### src/rtl/cpu_pkg.sv
// Shared execute-stage definitions: multiplier state encoding, default operand
// width and Booth recoding opcodes.
package cpu_pkg;

  localparam int MULT_WIDTH = 32;

  typedef enum logic [1:0] {
    ST_IDLE = 2'd0,
    ST_RUN  = 2'd1,
    ST_DONE = 2'd2
  } mult_state_t;

  // Booth pairs are {Q[0], q_m1}; 00 and 11 leave the accumulator alone.
  localparam logic [1:0] BOOTH_ADD = 2'b01;
  localparam logic [1:0] BOOTH_SUB = 2'b10;

endpackage

### src/rtl/mult_unit_if.sv
// Request/result bundle between the control unit and the multiplier.
// mult_op is a request taken only while busy=0; done pulses once per result on hi/lo.
interface mult_unit_if #(
  parameter int WIDTH = 32
);
  logic             mult_op;
  logic [WIDTH-1:0] A;
  logic [WIDTH-1:0] B;
  logic             busy;
  logic             done;
  logic [WIDTH-1:0] hi;
  logic [WIDTH-1:0] lo;

  modport master (
    output mult_op, A, B,
    input  busy, done, hi, lo
  );

  modport slave (
    input  mult_op, A, B,
    output busy, done, hi, lo
  );
endinterface

### src/rtl/mult_unit_booth.sv
// One radix-2 Booth step: add/subtract M per {Q[0], q_m1}, then arithmetic
// shift of the whole {acc, Q, q_m1} register right by one.
module booth_step
  import cpu_pkg::*;
#(
  parameter int WIDTH = MULT_WIDTH
) (
  input  logic [WIDTH:0]     acc,
  input  logic [WIDTH-1:0]   q,
  input  logic               q_m1,
  input  logic [WIDTH:0]     m,
  output logic [2*WIDTH+1:0] p_next
);

  logic [WIDTH:0] sum;

  always_comb begin
    sum = acc;
    case ({q[0], q_m1})
      BOOTH_ADD: sum = acc + m;
      BOOTH_SUB: sum = acc - m;
      default:   sum = acc;
    endcase
    // Guard bit keeps -M representable, so replicating sum's MSB is exact.
    p_next = {sum[WIDTH], sum, q};
  end

endmodule

### src/rtl/mult_unit.sv
// Sequential signed multiplier (MULT): one Booth step per clock, result
// latched into hi/lo with a single-cycle done pulse.
module mult_unit
  import cpu_pkg::*;
#(
  parameter int WIDTH = MULT_WIDTH
) (
  input  logic        clk,
  input  logic        reset,
  mult_unit_if.slave  bus,
  output mult_state_t dbg_state
);

  localparam int CNT_W = (WIDTH > 1) ? $clog2(WIDTH) : 1;

  mult_state_t        state;
  mult_state_t        next_state;
  logic [CNT_W-1:0]   count;
  logic [WIDTH:0]     acc;
  logic [WIDTH-1:0]   q;
  logic               q_m1;
  logic [WIDTH:0]     m;
  logic [WIDTH-1:0]   hi_r;
  logic [WIDTH-1:0]   lo_r;
  logic               done_r;
  logic               busy_c;
  logic [2*WIDTH+1:0] p_next;
  logic               last_step;

  booth_step #(.WIDTH(WIDTH)) u_booth (
    .acc    (acc),
    .q      (q),
    .q_m1   (q_m1),
    .m      (m),
    .p_next (p_next)
  );

  assign last_step = (count == CNT_W'(WIDTH - 1));

  always_ff @(posedge clk) begin
    if (reset) state <= ST_IDLE;
    else       state <= next_state;
  end

  always_comb begin
    next_state = state;
    case (state)
      ST_IDLE: if (bus.mult_op) next_state = ST_RUN;
      ST_RUN:  if (last_step)   next_state = ST_DONE;
      ST_DONE:                  next_state = ST_IDLE;
      default:                  next_state = ST_IDLE;
    endcase
  end

  always_comb begin
    busy_c = (state != ST_IDLE);
  end

  always_ff @(posedge clk) begin
    if (reset) begin
      count  <= '0;
      acc    <= '0;
      q      <= '0;
      q_m1   <= 1'b0;
      m      <= '0;
      hi_r   <= '0;
      lo_r   <= '0;
      done_r <= 1'b0;
    end else begin
      done_r <= 1'b0;
      case (state)
        ST_IDLE: begin
          if (bus.mult_op) begin
            acc   <= '0;
            q     <= bus.B;
            q_m1  <= 1'b0;
            m     <= {bus.A[WIDTH-1], bus.A};
            count <= '0;
          end
        end
        ST_RUN: begin
          acc   <= p_next[2*WIDTH+1:WIDTH+1];
          q     <= p_next[WIDTH:1];
          q_m1  <= p_next[0];
          count <= count + 1'b1;
        end
        ST_DONE: begin
          // Product is {acc[WIDTH-1:0], Q}; the guard bit is just sign copy.
          hi_r   <= acc[WIDTH-1:0];
          lo_r   <= q;
          done_r <= 1'b1;
        end
        default: ;
      endcase
    end
  end

  assign bus.busy  = busy_c;
  assign bus.done  = done_r;
  assign bus.hi    = hi_r;
  assign bus.lo    = lo_r;
  assign dbg_state = state;

endmodule
### src/flat_wrapper.sv
// flat-port wrapper written by rule: the top's interface ports become plain ports
module mult_unit_flat import cpu_pkg::*;
#(
  parameter int WIDTH = MULT_WIDTH
)
  (clk, reset, dbg_state, bus_mult_op, bus_A, bus_B, bus_busy, bus_done, bus_hi, bus_lo);
  mult_unit_if #(.WIDTH(WIDTH)) bus_i ();
  input  logic clk;
  input  logic reset;
  output mult_state_t dbg_state;
  input wire logic [$bits(bus_i.mult_op)-1:0] bus_mult_op;
  input wire logic [$bits(bus_i.A)-1:0] bus_A;
  input wire logic [$bits(bus_i.B)-1:0] bus_B;
  output wire logic [$bits(bus_i.busy)-1:0] bus_busy;
  output wire logic [$bits(bus_i.done)-1:0] bus_done;
  output wire logic [$bits(bus_i.hi)-1:0] bus_hi;
  output wire logic [$bits(bus_i.lo)-1:0] bus_lo;
  assign bus_i.mult_op = bus_mult_op;
  assign bus_i.A = bus_A;
  assign bus_i.B = bus_B;
  assign bus_busy = bus_i.busy;
  assign bus_done = bus_i.done;
  assign bus_hi = bus_i.hi;
  assign bus_lo = bus_i.lo;
  mult_unit #(.WIDTH(WIDTH)) u_core (.clk(clk), .reset(reset), .bus(bus_i), .dbg_state(dbg_state));
endmodule
### config.mk
export PLATFORM = sky130hd
export DESIGN_NAME = mult_unit_flat
export DESIGN_NICKNAME = d
export VERILOG_FILES = /design/src/rtl/cpu_pkg.sv /design/src/rtl/mult_unit_if.sv /design/src/rtl/mult_unit_booth.sv /design/src/rtl/mult_unit.sv /design/src/flat_wrapper.sv
export SDC_FILE = /design/constraint.sdc
export NUM_CORES = 1
export LEC_CHECK = 0
export ABC_AREA = 1
export CAP_MARGIN = 20
export CORE_ASPECT_RATIO = 1.2
export CORE_UTILIZATION = 35
export CTS_CLUSTER_DIAMETER = 50
export DETAILED_ROUTE_END_ITERATION = 8
export PLACE_DENSITY_LB_ADDON = 0.12
export SLEW_MARGIN = 10
export SYNTH_ARGS = -nofsm -noshare
export SYNTH_HDL_FRONTEND = slang
export SYNTH_SLANG_ARGS = --single-unit
### constraint.sdc
create_clock -name clk -period 3.18 [get_ports clk]
set_input_delay 0.318 -clock clk [delete_from_list [all_inputs] [get_ports clk]]
set_output_delay 0.318 -clock clk [all_outputs]
set_load 0.01 [all_outputs]
Yosys cells after proc, flatten, opt, wreduce, memory -nomap -nowiden:

Index checks and enable logic that the tools add are counted.
W data, S select, Z words.

* equal/unequal tests: 7
* reductions and logical operators: 6
* add/subtract/negate cells: 3
* muxes and demuxes: 13

Operator list (number)
* $pmux W33 S2: 2
* $pmux W32 S2: 1
* $add A33 B33 Y33: 1
* $mux W33: 1
* $sub A33 B33 Y33: 1
* $mux W32: 1
* $pmux W5 S2: 1
* $reduce_and A2 Y1: 3
* $add A5 B1 Y5 const B: 1
* $eq A5 B5 Y1 const B: 1
* $mux W5: 1
* $eq A2 B1 Y1 const B: 2
* $eq A2 B2 Y1 const B: 2
* $mux W2: 2
* $pmux W2 S2: 1
* $reduce_bool A2 Y1: 2
* $logic_not A2 Y1: 1
* $mux W1: 2
* $ne A2 B1 Y1 const B: 1
* $ne A2 B2 Y1 const B: 1
* $pmux W1 S2: 1

* word-level logic and storage cells: 38
* output and inout bits: 68
* input port bits: 67
* bits in registers: 170

Longest topological paths before layout:

Gate-level depths: netlist of run 1.

* depth after elaboration: 3
* depth in mapped cells: 25
* mapped depth without buffers: 25

Hierarchy:

Synthesis of run 1 repeated with hierarchy kept, for this count alone.

* cells, all modules: 1753
* area, all modules: 10712.8 um2

By module, submodules not included
* mult_unit: area each 6523.8 um2, cells an instance 891, times used 1, sequential area each 3403.3 um2
* booth_step: area each 4189.0 um2, cells an instance 862, times used 1, sequential area each 0.0 um2

Worst setup path before layout of run 1:

No wires, ideal clock.

* path type: reg-to-reg
* start point: reg u_core.q_m1
* end point: reg u_core.acc[30]
* cell stages (with the launch flop): 21
* buffers on the path: 3
* data required time: 3110 ps
* setup slack: 597 ps
* period minus slack after synthesis: 2583 ps
* arrival: 2513 ps
* setup time: 70 ps
* path through: dfxtp_1 -> inv_1 -> ha_1 -> clkbuf_2 -> inv_1 -> buf_2 -> buf_2 -> o21ai_0 -> xor2_1 -> ha_1 -> nand2_1 -> inv_1 -> nand2_1 -> nand2_1 -> a21oi_1 -> nand2_2 -> nand2_1 -> nand2_1 -> nand2_1 -> nand3_1 -> a21oi_1

* word-level cells in the longest chain between the ends: 3
* elaborated cells between the ends (all ways): 4
* those cells by class: eq/ne (2); mux (2)

Ends and longest elaborated chain
* start: declaration: RTL line mult_unit.sv:21 `logic q_m1;`
* start signal: assignment: RTL line mult_unit.sv:84 `q_m1 <= p_next[0];`
* $eq A2 B2 Y1 or $eq A2 B1 Y1 (tied branches): RTL line mult_unit_booth.sv:19 `case ({q[0], q_m1})`
* $pmux W33 S2 (*): RTL line mult_unit_booth.sv:19
* $pmux W33 S2 (*): RTL line mult_unit.sv:71 `case (state)`
* end signal: assignment: RTL line mult_unit.sv:82 `acc <= p_next[2*WIDTH+1:WIDTH+1];`
* end: declaration: RTL line mult_unit.sv:19 `logic [WIDTH:0] acc;`

Mark *: on every way between the ends. The rest lies on a longest branch, timed or not.
A chain may end at the register's enable or synchronous reset.

Worst setup path in the final report of run 1:

* start point: reg u_core.m[0]
* end point: reg u_core.acc[30]

* word-level cells in the longest chain between the ends: 3
* elaborated cells between the ends (all ways): 4
* those cells by class: add/sub (2); mux (2)

Ends and longest elaborated chain
* start: declaration: RTL line mult_unit.sv:22 `logic [WIDTH:0] m;`
* start signal: assignment: RTL line mult_unit.sv:77 `m <= {bus.A[WIDTH-1], bus.A};`
* $sub A33 B33 Y33 or $add A33 B33 Y33 (tied branches): RTL line mult_unit_booth.sv:21, mult_unit_booth.sv:20
* $pmux W33 S2 (*): RTL line mult_unit_booth.sv:19
* $pmux W33 S2 (*): RTL line mult_unit.sv:71

Marked as above.

==> flow_summary.yaml, run 1 <==
die:
  initial_core_util_pct: 35.7
  fp.dieW_um: 152
  dieArea_sq_um: 27500
  ios: 135
  dieHeight_um: 182
  core-area_sq_um: 26400
  fp-row-count: 65
clock_tree:
  clock-sinks: 169
  clock_latency_ns: 0.45
  cts_buffers: 17
  ctsHoldBuffers: 0
  cts_root_buf: "clkbuf_16"
  cts_buffer_depth: 2
  cts_tree: "built"
  clkTransAtPathRegs_ns: 0.08
  cts_htree_levels: 4
drt:
  num_vias: 9190
  drt_first_iter_violations: 431
  wl_um: 29100
  drc: 0
  vias_per_cell: 4.96
  firstDrtPassIters: 5
  route.antenna.remaining_nets: 0
  wl_per_cell_um: 15.7
critical_path:
  startpoint: "u_core.m[0]$_SDFFE_PP0P_"
  crit_chain: "inv_2 -> ha_1 -> nand2_1 -> nor2_4 -> nand2_1 -> nand2_1 -> nand2_2 -> nor2_4 -> o21ai_1 -> xor2_1 -> ha_2 -> a21oi_1 -> o21a_1 -> nand2_1 -> a21oi_2 -> nand2_1 -> nand2_1 -> nand3_1 -> a21oi_1"
  rr_endpoint: "u_core.acc[30]$_SDFFE_PP0P_"
  crit_family: "simple AND/OR/NAND/NOR gates"
  cp_num_buf_inv: 1
  r2r_cells: 19
  cp_max_fo: 5
  slowest_delay_ns: 0.37
  crit_path_end_kind: "register"
  r2r_slack_ns: 0.22
  cp.required_ns: 3.56
  arrival_ns: 3.34
  critPathSlowestCell: "ha_2"
  worst_path_most_repeated_cell: "nand2_1"
  setup.worst_path.class: "reg -> reg"
  reg2reg_from: "u_core.m[0]$_SDFFE_PP0P_"
  start_kind: "register"
status:
  outcome: "finished clean"
global_route:
  antenna_found_initial: 0
  grt_start_max_net_pins: 121
  grt_use_total_pct: 21.9
  grt-ovfl-total: 0
  grt_pass1_vias: 9004
  grt_pass1_wl_um: 47100
min_path:
  min_from: "u_core.q[18]$_SDFFE_PP0P_"
  whs_endpoint: "u_core.bus.lo[18]$_SDFFE_PP0P_"
  worst_hold_path_type: "reg -> reg"
  hold_path_depth: 2
placement:
  portBuffers: 134
  place_area_sq_um: 11100
  dp_hpwl_um: 21400
  gp_congestion: 0.875
  dpl.cell_count: 1818
synthesis:
  avgSynthCellArea_sq_um: 6.76
  yosysTopAreaCellShare_pct: 36.0
  synth_top_cell_by_area: "dfxtp_1"
  yosysMostFrequentCell: "nand2_1"
  syn_inst: 1390
  synthTopCellsByCount: "282 x nand2_1, 178 x nor2_1, 172 x inv_1"
  synth_edf_count: 0
  synthTopCellsByArea: "dfxtp_1 36%, nand2_1 11%, a21oi_1 8.9%"
  ys_warn_count: 0
  ys_ff_latch: 169
  synth_ff_type: "dfxtp_1"
  syn_area_sq_um: 9400
  synthDistinctLibCells: 46
  synth-async-reset-ratio_pct: 0
  ys_seq_area_share_pct: 36.0
  synth_fp_nets: 1494
sta:
  finalCriticalPeriod_ns: 2.96
  fin_skew_ns: 0.0143
  rsz0062_at_grt: "true"
  finalHoldViolCount: 0
  clock.fmax_ghz: 0.338
  drv_slew: 0
  setup_viol: 0
  relSlewSlack_pct: 46.6
  worstMarginPinSlew_ns: 0.802
  fin_crit_sh_pct: 93.0
job:
  maxCapViolations: 0
power:
  power_per_cell_area_nw_per_um2: 523
  ir_drop_v: 0.000332
  leakage_nw: 5.23
cells_and_area:
  instances_no_fill: 1854
  areaGrowthSynthToFinish_pct: 27.6
  final_nets: 1610
  layout-drive-gt1-share_pct: 9.74
  final_area_sq_um: 12000
  num_antenna_cells: 0
[what timing repair did]
item | 4_1_cts | 5_1_grt
resized for setup | 0 | 64
setup endpoints to repair | 0 | 12
setup buffers | 0 | 4
[tightest hold or removal path: cells and delay by family, from the launching register on]
| family | cells | cell delay [ns] |
|---|---|---|
| buf+inv | 1 | 0.06 |
| flops | 1 | 0.32 |
| compound gates | 1 | 0.06 |
[registers in the layout, summed over array words and instances (netlist names), 2 cells and up]
name,count
u_core.acc,32
u_core.count,5
u_core.q,32
u_core.dbg_state,2
u_core.bus.hi,32
u_core.m,32
u_core.bus.lo,32
[report_power, final]
group | internal [mW] | leakage, nW | total, mW | switching [mW]
Combinational | 0.649 | 3.54 | 1.68 | 1.03
Clock | 1.11 | 0.304 | 2.22 | 1.12
Sequential | 2.23 | 1.38 | 2.36 | 0.129
Total | 3.99 | 5.23 | 6.27 | 2.28
[cells in the final DEF, fill, tap and decap left out, types with 13 or more instances in the layout]
cell type | Yosys | layout
clkdlybuf4s50_1 | 0 | 134
clkbuf_16 | 0 | 17
nand3_1 | 36 | 34
o21ai_0 | 133 | 132
a21oi_1 | 167 | 160
dfxtp_1 | 169 | 165
o221ai_1 | 31 | 31
buf_4 | 1 | 24
nand2_2 | 6 | 22
xor2_1 | 28 | 27
inv_1 | 172 | 169
xnor2_1 | 14 | 13
nand2_1 | 282 | 265
nor2_1 | 178 | 168
ha_1 | 36 | 26
[worst max path at each step]
stage	endpoint	slack (ns)	depth (start not counted)
2_1_floorplan	u_core.acc[30]$_SDFFE_PP0P_	0.60	20
3_3_place_gp	u_core.acc[30]$_SDFFE_PP0P_	0.08	23
3_5_place_dp	u_core.acc[30]$_SDFFE_PP0P_	0.07	23
4_1_cts	u_core.acc[30]$_SDFFE_PP0P_	0.05	23
5_1_grt	u_core.acc[30]$_SDFFE_PP0P_	-0.04	23
6_report	u_core.acc[30]$_SDFFE_PP0P_	0.22	19
[through the flow]
stage | utilization (%) | hold slack (ns) | worst slack, ns | TNS [ns] | power [mW]
final | 45.5 | 0.462 | 0.224 | 0 | 6.27
after global routing | 45.5 | 0.488 | -0.0435 | -0.0496 | 6.64
after CTS | 44.5 | 0.463 | 0.0459 | 0 | 6.22
after detailed placement | 42.1 | 0.459 | 0.0705 | 0 | 3.98
after global placement | 42.1 | 0.449 | 0.0810 | 0 | 3.98
after floorplan | - | 0.440 | 0.597 | 0 | 3.46
[routing by layer]
layer / track usage [%] / share of wire (%)
met5: 0 / 0
met1: 26.3 / 44
met3: 4.55 / 4.3
met2: 37.7 / 49
met4: 8.75 / 3.1
[cell families (layout without fill, tap and decap cells)]
kind of cell / after synthesis / count (layout) / share of synthesized area, %
buffers and inverters: 241 / 370 / 10.0
and+or+nand+nor: 549 / 549 / 24.5
DFF: 169 / 169 / 36.0
adders and majority gates: 37 / 37 / 5.00
AOI/OAI and AO/OA: 352 / 352 / 20.6
xor gates and xnor gates: 42 / 42 / 3.91
[layout make-up]
type	count	area [sq um]
Fill cell	2785	14400
Multi-Input combinational cell	980	5320
Timing Repair Buffer	161	1580
Clock buffer	18	439
Inverter	177	666
Clock inverter	14	185
Sequential cell	169	3390
Tap cell	335	419
Note: power is estimated with default switching activity, not from simulation.
==> run 2, diff against run 1 <==
--- a/config.mk
+++ b/config.mk
@@ -11,7 +11,7 @@
 export CORE_UTILIZATION = 35
 export CTS_CLUSTER_DIAMETER = 50
 export DETAILED_ROUTE_END_ITERATION = 8
-export PLACE_DENSITY_LB_ADDON = 0.12
+export PLACE_DENSITY = 0.62
 export SLEW_MARGIN = 10
 export SYNTH_ARGS = -nofsm -noshare
 export SYNTH_HDL_FRONTEND = slang
==> run 2 against run 1 <==
Register-to-register slack gained 0.04 ns. Combinational power down 5%. Clock power down 3%. Worst hold slack improved by 0.0081 ns. Sequential cell count stayed put. Power decreased by 2.6%. Non-clock buffer count fell by 5. Critical endpoint is now u_core.acc[24]$_SDFFE_PP0P_.
==> flow_summary.yaml, run 2 (same netlist as run 1, synthesis figures left out) <==
status:
  outcome: "finished clean"
die:
  ios: 135
  fp-row-count: 65
  dieArea_sq_um: 27500
  dieHeight_um: 182
  initial_core_util_pct: 35.7
  fp.dieW_um: 152
  core-area_sq_um: 26400
critical_path:
  r2r_cells: 16
  rr_endpoint: "u_core.acc[24]$_SDFFE_PP0P_"
  reg2reg_from: "u_core.m[8]$_SDFFE_PP0P_"
  endpoint: "u_core.acc[24]$_SDFFE_PP0P_"
  crit_path_end_kind: "register"
  start_kind: "register"
  arrival_ns: 3.26
  cp_max_fo: 5
  startpoint: "u_core.m[8]$_SDFFE_PP0P_"
  setup.worst_path.class: "reg -> reg"
  r2r_slack_ns: 0.26
  cp.required_ns: 3.52
clock_tree:
  clkTransAtPathRegs_ns: 0.07
  cts_buffer_depth: 2
  ctsHoldBuffers: 0
  cts_root_buf: "clkbuf_16"
  clock-sinks: 169
  cts_buffers: 17
  clock_latency_ns: 0.45
  cts_tree: "built"
  cts_htree_levels: 4
sta:
  drv_slew: 0
  relSlewSlack_pct: 52.5
  hold-worst-slack_ns: 0.470
  finalCriticalPeriod_ns: 2.92
  fin_skew_ns: 0.0236
  fin_crit_sh_pct: 91.7
  finalHoldViolCount: 0
  worstMarginPinSlew_ns: 0.713
  setup_viol: 0
  clock.fmax_ghz: 0.343
cells_and_area:
  num_antenna_cells: 0
  areaGrowthSynthToFinish_pct: 24.8
  final_nets: 1605
  layout-drive-gt1-share_pct: 6.94
  utilization_pct: 44.5
  final_area_sq_um: 11700
  layout_commonest_cell: "nand2_1"
  most-common-layout-cells: "276 x nand2_1, 173 x nor2_1, 170 x inv_1"
global_route:
  grt_use_total_pct: 21.2
  grt_start_max_net_pins: 75
  grt_pass1_vias: 8907
  grt_pass1_wl_um: 45500
  grt-ovfl-total: 0
  antenna_found_initial: 0
drt:
  firstDrtPassIters: 5
  wl_um: 28300
  num_vias: 9214
  route.antenna.remaining_nets: 0
  drc: 0
  vias_per_cell: 4.98
  wl_per_cell_um: 15.3
  drt_first_iter_violations: 538
placement:
  dp_hpwl_um: 21100
  place_area_sq_um: 11000
  gp_congestion: 0.912
  portBuffers: 134
power:
  leakage_nw: 5.17
  ir_drop_v: 0.000358
  total_power_mw: 6.11
  power_per_cell_area_nw_per_um2: 521
min_path:
  worst_hold_path_type: "reg -> reg"
job:
  maxCapViolations: 0
[run 2: where the power goes]
group	internal (mW)	switching (mW)	total (mW)
sequential	2.23	0.125	2.36
clock	1.14	1.02	2.16
combinational	0.591	0.998	1.59
[run 2: final cells by class]
class                      count  area [sq um]
clock buffer                  18           439
sequential                   169          3380
fill                        2761         14600
multi-input combinational    980          5150
inverter                     177           666
timing repair buffer         156          1520
tap                          335           419
clock inverter                14           155
[run 2: how the worst min path moves through the flow]
stage | startpoint | endpoint | slack (ns) | cells after the start
detailed placement | u_core.q[7]$_SDFFE_PP0P_ | u_core.bus.lo[7]$_SDFFE_PP0P_ | 0.46 | 2
global route | u_core.q[16]$_SDFFE_PP0P_ | u_core.q[16]$_SDFFE_PP0P_ | 0.49 | 2
CTS | u_core.count[4]$_SDFFE_PP0P_ | u_core.count[4]$_SDFFE_PP0P_ | 0.47 | 2
finish | u_core.count[3]$_SDFFE_PP0P_ | u_core.count[3]$_SDFFE_PP0P_ | 0.47 | 2
global placement | u_core.q_m1$_SDFFE_PP0P_ | u_core.q_m1$_SDFFE_PP0P_ | 0.45 | 2
floorplan | u_core.q_m1$_SDFFE_PP0P_ | u_core.q_m1$_SDFFE_PP0P_ | 0.44 | 2
[run 2: layer usage]
layer	up-vias	global-route usage, %	part of all wire [%]
met1	4209	25.5	44
li1	4734	-	-
met3	52	4.37	4.7
met5	-	0	0
met2	219	36.0	48
met4	0	9.23	3.2
[run 2: worst max-delay path, cell delays in order (launching register included)]
cell	delay, ns
dfxtp_1	0.38
nor2_1	0.19
nand2_1	0.09
nor2_1	0.15
nand2_1	0.15
o31ai_2	0.25
xnor2_1	0.15
inv_1	0.08
ha_1	0.40
nand2_1	0.15
nor2_2	0.22
and2_1	0.20
nand3_1	0.13
nand3_1	0.09
nand2_1	0.06
nand3_1	0.06
a21oi_1	0.06
[run 2: stage by stage]
step,std cells,TNS (ns),setup WS (ns)
2_1_floorplan,1390,0,0.597
3_3_place_gp,1814,0,0.0826
6_report,1849,0,0.263
5_1_grt,1849,-0.0103,-0.0103
4_1_cts,1846,0,0.0685
3_5_place_dp,1814,0,0.0919
[run 2: repair_timing]
item / 4_1_cts / 5_1_grt
endpoints found under the setup margin: 0 / 11
buffers inserted: 0 / 3
resized for setup: 0 / 22
hold endpoints to repair: 0 / 0
